## src/rtl/stream_mux_pkg.sv

```systemverilog
// Shared constants for the packet-aware stream multiplexer: arbitration
// modes and FSM state encoding.
package stream_mux_pkg;

  // Arbitration modes, also used as the arbiter's mode input
  localparam logic [1:0] MODE_RR    = 2'd0;
  localparam logic [1:0] MODE_FIXED = 2'd1;
  localparam logic [1:0] MODE_SEL   = 2'd2;

  // FSM states: free arbitration, or output held by one channel mid-packet
  localparam logic [0:0] ST_ARB  = 1'b0;
  localparam logic [0:0] ST_LOCK = 1'b1;

endpackage

```

## src/rtl/stream_mux_arb_rr_arbiter.sv

```systemverilog
// Request arbiter for the stream mux. One combinational block covers all
// three policies:
//   round-robin: first request at or above ptr, otherwise lowest (wrap)
//   fixed:       lowest-index request
//   select:      only the request at index ptr (no grant if ptr >= N_CH)
// The top also uses select mode with ptr = locked channel while a packet
// is in flight.
module rr_arbiter
  import stream_mux_pkg::*;
#(
  parameter int N_CH = 4,
  parameter int SELW = 2
) (
  input  logic [N_CH-1:0] req_i,
  input  logic [SELW-1:0] ptr_i,
  input  logic [1:0]      mode_i,
  output logic [N_CH-1:0] grant_o,
  output logic [SELW-1:0] idx_o,
  output logic            valid_o
);

  logic [N_CH-1:0] grant;
  logic [SELW-1:0] idx;
  logic            found;

  // Two-pass priority search: upper pass honours ptr, lower pass wraps
  always_comb begin
    grant = '0;
    idx   = '0;
    found = 1'b0;
    for (int i = 0; i < N_CH; i++) begin
      if (!found && req_i[i] &&
          (((mode_i == MODE_RR) && (i >= int'(ptr_i))) ||
           ((mode_i == MODE_SEL) && (i == int'(ptr_i))))) begin
        grant[i] = 1'b1;
        idx      = SELW'(i);
        found    = 1'b1;
      end
    end
    for (int i = 0; i < N_CH; i++) begin
      if (!found && req_i[i] && (mode_i != MODE_SEL)) begin
        grant[i] = 1'b1;
        idx      = SELW'(i);
        found    = 1'b1;
      end
    end
  end

  assign grant_o = grant;
  assign idx_o   = idx;
  assign valid_o = found;

endmodule

```

## src/rtl/stream_mux_arb.sv

```systemverilog
// N_CH-channel valid/ready stream mux with a registered output stage.
// A channel that starts a multi-beat packet keeps the output until its
// last beat is accepted; arbitration policy is chosen by MODE.
module stream_mux_arb
  import stream_mux_pkg::*;
#(
  parameter int  N_CH  = 4,
  parameter int  WIDTH = 8,
  parameter int  MODE  = 0,
  localparam int SELW  = (N_CH > 1) ? $clog2(N_CH) : 1
) (
  input  logic                  clk,
  input  logic                  rst,
  input  logic [N_CH-1:0]       in_valid,
  input  logic [N_CH*WIDTH-1:0] in_data,
  input  logic [N_CH-1:0]       in_last,
  output logic [N_CH-1:0]       in_ready,
  input  logic [SELW-1:0]       sel,
  output logic                  out_valid,
  output logic [WIDTH-1:0]      out_data,
  output logic                  out_last,
  output logic [SELW-1:0]       out_ch,
  input  logic                  out_ready
);

  localparam logic [1:0] TopMode = MODE[1:0];

  logic [0:0]       state_q, state_d;
  logic [SELW-1:0]  lockCh_q, lockCh_d;
  logic [SELW-1:0]  rrPtr_q, rrPtr_d;
  logic             outValid_q, outValid_d;
  logic [WIDTH-1:0] outData_q, outData_d;
  logic             outLast_q, outLast_d;
  logic [SELW-1:0]  outCh_q, outCh_d;

  logic [1:0]       arbMode;
  logic [SELW-1:0]  arbPtr;
  logic [N_CH-1:0]  grant;
  logic [SELW-1:0]  grantIdx;
  logic             grantValid;
  logic             stageFree;
  logic             accept;
  logic [WIDTH-1:0] beatData;
  logic             beatLast;

  // While locked, force select mode on the locked channel so others are ignored
  always_comb begin
    if (state_q == ST_LOCK) begin
      arbMode = MODE_SEL;
      arbPtr  = lockCh_q;
    end else begin
      arbMode = TopMode;
      arbPtr  = (TopMode == MODE_SEL) ? sel : rrPtr_q;
    end
  end

  rr_arbiter #(
    .N_CH (N_CH),
    .SELW (SELW)
  ) u_arb (
    .req_i   (in_valid),
    .ptr_i   (arbPtr),
    .mode_i  (arbMode),
    .grant_o (grant),
    .idx_o   (grantIdx),
    .valid_o (grantValid)
  );

  assign stageFree = !outValid_q || out_ready;
  assign accept    = !rst && stageFree && grantValid;
  assign in_ready  = accept ? grant : '0;

  // Pick the granted channel's beat using the one-hot grant
  always_comb begin
    beatData = '0;
    beatLast = 1'b0;
    for (int i = 0; i < N_CH; i++) begin
      if (grant[i]) begin
        beatData = in_data[i*WIDTH +: WIDTH];
        beatLast = in_last[i];
      end
    end
  end

  // Next-state: load output stage on accept, track packet lock and rr pointer
  always_comb begin
    state_d    = state_q;
    lockCh_d   = lockCh_q;
    rrPtr_d    = rrPtr_q;
    outValid_d = outValid_q;
    outData_d  = outData_q;
    outLast_d  = outLast_q;
    outCh_d    = outCh_q;
    if (accept) begin
      outValid_d = 1'b1;
      outData_d  = beatData;
      outLast_d  = beatLast;
      outCh_d    = grantIdx;
      if (beatLast) begin
        state_d = ST_ARB;
        if (TopMode == MODE_RR) begin
          rrPtr_d = (int'(grantIdx) == N_CH - 1) ? '0 : grantIdx + SELW'(1);
        end
      end else begin
        state_d  = ST_LOCK;
        lockCh_d = grantIdx;
      end
    end else if (out_ready) begin
      outValid_d = 1'b0;
    end
  end

  // State registers; reset drops any held beat and packet lock
  always_ff @(posedge clk or posedge rst) begin
    if (rst) begin
      state_q    <= ST_ARB;
      lockCh_q   <= '0;
      rrPtr_q    <= '0;
      outValid_q <= 1'b0;
      outData_q  <= '0;
      outLast_q  <= 1'b0;
      outCh_q    <= '0;
    end else begin
      state_q    <= state_d;
      lockCh_q   <= lockCh_d;
      rrPtr_q    <= rrPtr_d;
      outValid_q <= outValid_d;
      outData_q  <= outData_d;
      outLast_q  <= outLast_d;
      outCh_q    <= outCh_d;
    end
  end

  assign out_valid = outValid_q;
  assign out_data  = outData_q;
  assign out_last  = outLast_q;
  assign out_ch    = outCh_q;

endmodule
```

## config.mk

```make
export PLATFORM = sky130hd
export DESIGN_NAME = stream_mux_arb
export DESIGN_NICKNAME = d
export VERILOG_FILES = /design/src/rtl/stream_mux_pkg.sv /design/src/rtl/stream_mux_arb_rr_arbiter.sv /design/src/rtl/stream_mux_arb.sv
export SDC_FILE = /design/constraint.sdc
export NUM_CORES = 1
export LEC_CHECK = 0
export CORE_UTILIZATION = 40
export DETAILED_ROUTE_END_ITERATION = 10
export GPL_TIMING_DRIVEN = 0
export HOLD_SLACK_MARGIN = 0.1
export PLACE_DENSITY = 0.92
export SYNTH_ARGS = -nofsm -noshare
export SYNTH_HDL_FRONTEND = slang
export SYNTH_HIERARCHICAL = 1
export SYNTH_SLANG_ARGS = --single-unit
```

## constraint.sdc

```tcl
create_clock -name clk -period 3.8 [get_ports clk]
set_input_delay 0.76 -clock clk [delete_from_list [all_inputs] [get_ports clk]]
set_output_delay 0.76 -clock clk [all_outputs]
set_load 0.01 [all_outputs]
```

==> metrics.md <==
| Metric | Value |
|---|---|
| Drt first-iter violations | `50` |
| Compound-Gate Fraction of Synth Area | `around 29%` |
| Most numerous cell on the critical path | `nand2b_1` |
| YS warnings | `6` |
| Max Buffers Root-to-Sink | `2` |
| LEAKAGE | `0.850 nW` |
| Vias in the first global route | `1204` |
| Minimum clock period | `about 3.6 ns` |
| Reg2reg end | `lockCh_q[1]$_DFFE_PP0P_` |
| Largest family of logic cells by synthesized area | `compound AO/OA/AOI/OAI gates` |
| Period utilisation layout | `95.3%` |
| WP data required | `3.04 ns` |
| Gate count of the mapped netlist | `146` |
| Pre-CTS setup slack | `-0.352 ns` |
| FF-to-FF setup slack | `0.74 ns` |
| 1st-pass router iterations | `8` |
| Setup TNS Final | `0 ns` |
| Final setup violation count | `0` |
| Hold EP | `rrPtr_q[0]$_DFFE_PP0P_` |
| Cell Rows | `19` |
| Crit path largest cell delay | `0.43 ns` |
| Crit path setup slack, layout | `0.180 ns` |
| CTS Buf Count | `3` |
| Unrepaired setup endpoints after global routing | `false` |
| Post-Syn Area | `1210 µm²` |
| Violated checks | `DRC` |
| Async S/R FF share, synth | `100%` |
| Max-slew violations | `0` |
| Final hold violations | `0` |
| Via density | `between 5 and 6` |
| R2r worst-path depth | `11` |
| Xor and xnor area share after synthesis | `0%` |
| Synth area leader | `dfrtp_1` |
| Initial core utilization | `43.0%` |
| Die Ht | `around 57 µm` |
| R2R Path Start | `state_q$_DFFE_PP0P_` |
| WHS | `0.518 ns` |
| Hold/Removal Path Class | `flip-flop to flip-flop` |
| EDFF count, synth | `0` |
| Area Overhead vs Synth | `58.4%` |
| I/O Buffers | `58` |
| Worst-path clk slew | `0.09 ns` |
| Commonest non-fill, non-tap cell in the layout | `clkdlybuf4s50_1` |
| Placeable Area | `2810 µm²` |
| MaxCap Viol Count | `0` |
| CTS sink cnt | `17` |
| Commonest non-fill, non-tap cells in the layout | `51 x clkdlybuf4s50_1, 18 x nor2_1, 16 x dfrtp_1` |
| Yosys cell types | `35` |
| DR vias | `between 1000 and 1500` |
| Post-Synth Adder-Cell Area | `1.04%` |
| Multiplexer area fraction after synthesis | `7.46%` |
| Total die area | `3240 µm²` |
| Post-DRT Antenna Nets | `0` |
| # DRC | `4` |
| GRT Resource Usage Total | `21.9%` |
| Outcome | `finished with violations` |
| # hold bufs at CTS | `0` |
| CP max FO | `10` |
| Main area contributors after synthesis | `dfrtp_1 35%, mux2_2 7.5%, a221oi_1 5.8%` |
| Filler instances | `227` |
| Synth Area in Simple Gates | `roughly 20%` |
| Area fraction of the dominant cell type after synthesis | `approximately a third` |
| Hold path start | `rrPtr_q[0]$_DFFE_PP0P_` |
| Largest net degree at the start of global routing | `20` |
| Crit start category | `flip-flop` |
| Global placement routability congestion | `0.827` |
| Aggregate global routing overflow | `0` |
| Power Dens Cells | `~600 nW/µm²` |
| Clock Latency Late Sink | `0.29 ns` |
| Proportion of layout cells with a drive suffix above 1 | `12.5%` |
| Mean Syn Cell Area | `8.27 µm²` |
| CTS tree | `yes` |
| Final wirelength | `around 3.4 mm` |
| Nature of the critical path endpoint | `primary output` |
| DPL Wire Length | `about 2.7 mm` |
| Sequential cell area fraction in the yosys report | `35.2%` |
| Top FF cell, synth | `dfrtp_1` |
| CP max stage cell | `dfrtp_2` |
| Root buffer cell | `clkbuf_4` |
| Initial antenna violation count | `0` |
| Nets | `263` |
| I/O pin count | `61` |
| Max Clock Freq | `roughly 280 MHz` |
| Critical path class | `flip-flop to primary output` |
| H-tree depth | `1` |
| VDD IR max | `0.428 mV` |
| Worst-path cell chain | `mux2_4 -> nand2b_1 -> a22o_1 -> and2_4 -> or3_1 -> nand2b_1 -> nor2b_1 -> clkbuf_4 -> buf_6 -> and2_1 -> dlygate4sd2_1` |
| Arrival time worst endpoint | `between 2 and 3 ns` |
| Yosys reg bits | `17` |
| First-pass GRT wire length | `5.53 mm` |
| Final clock skew | `0.0133 ns` |
| # diodes | `0` |
| Die width | `56.9 µm` |
| Hold depth | `1` |
| Routed len/inst | `13.8 µm` |
| Max-slew headroom | `roughly 57%` |
| Worst slew pin tran | `0.650 ns` |
-- synth_stat cells, drive strengths merged, types with 3 or more instances --
master   n
a211o    6
a21oi    8
a221oi   8
a31oi    8
and2     5
buf      4
clkbuf   4
dfrtp   17
inv     13
mux2     8
nand2   11
nand2b   5
nor2    18
o21a     3
o21ai    5
-- per-stage QoR --
stage / instances / cell area, µm² / util (%) / total power [mW]
3_5_place_dp: 242 / 1850 / 66.1 / 1.01
6_report: 247 / 1910 / 68.2 / 1.14
2_1_floorplan: 153 / 1230 / - / 0.741
3_3_place_gp: 242 / 1850 / 66.1 / 0.999
4_1_cts: 247 / 1910 / 68.2 / 1.14
5_1_grt: 247 / 1910 / 68.2 / 1.23
-- logic make-up (layout without fill, tap and decap cells) --
| group | count (synthesis) | after routing |
|---|---|---|
| other | 1 | 8 |
| muxes | 8 | 8 |
| and+or+nand+nor | 49 | 49 |
| AOI/OAI and AO/OA | 49 | 49 |
| DFF | 17 | 17 |
| buffers and inverters | 21 | 84 |
| adders and majority gates | 1 | 1 |
-- final cells by class --
type / count / area [µm²] / share of cell area [%]
flip-flops and latches: 17 / 427 / 22.3
well taps: 31 / 38.8 / 2.03
clock inverters: 1 / 5.00 / 0.262
plain buffers: 6 / 40.0 / 2.09
clock buffers: 3 / 22.5 / 1.18
repair buffers: 61 / 594 / 31.1
inverters: 13 / 48.8 / 2.55
multi-input cells: 115 / 737 / 38.5
-- registers in the layout (all words and copies together), names as in the netlist --
name	cells
out_data	8
lockCh_q	2
out_ch	2
rrPtr_q	2
out_last	1
out_valid	1
state_q	1
-- per-layer routing --
| layer | share of wire [%] | vias to the layer above | global-route usage, % | wire [µm] |
|---|---|---|---|---|
| met3 | 4.2 | 2 | 0.680 | 144 |
| li1 | - | 662 | - | - |
| met5 | 0 | - | 0 | 0 |
| met4 | 1.2 | 0 | 8.36 | 40 |
| met1 | 46 | 616 | 30.7 | 1560 |
| met2 | 49 | 38 | 36.5 | 1660 |
-- what timing repair did --
item | 4_1_cts | 5_1_grt
setup buffers | 3 | 0
resized for setup | 15 | 0
endpoints found under the setup margin | 4 | 0
-- worst max-delay path by stage --
stage,startpoint,end
after floorplan,state_q$_DFFE_PP0P_,in_ready[0]
after global placement,in_valid[2],in_ready[1]
after detailed placement,in_valid[2],in_ready[1]
after CTS,state_q$_DFFE_PP0P_,in_ready[1]
after global routing,state_q$_DFFE_PP0P_,in_ready[2]
final,state_q$_DFFE_PP0P_,in_ready[1]
-- power breakdown --
group	leakage, nW	total [mW]	internal, mW	switching, mW
clock network	0.0177	0.0927	0.0390	0.0537
registers	0.199	0.317	0.268	0.0486
logic	0.633	0.732	0.389	0.343
-- worst max-delay path: cells and delay by family (launching register included) --
kind / cells / cell delay, ns
flops: 1 / 0.43
mux: 1 / 0.34
simple gates: 6 / 1.02
compound gates: 1 / 0.21
buf+inv: 3 / 0.58
Power figures use the tool's default switching activity.
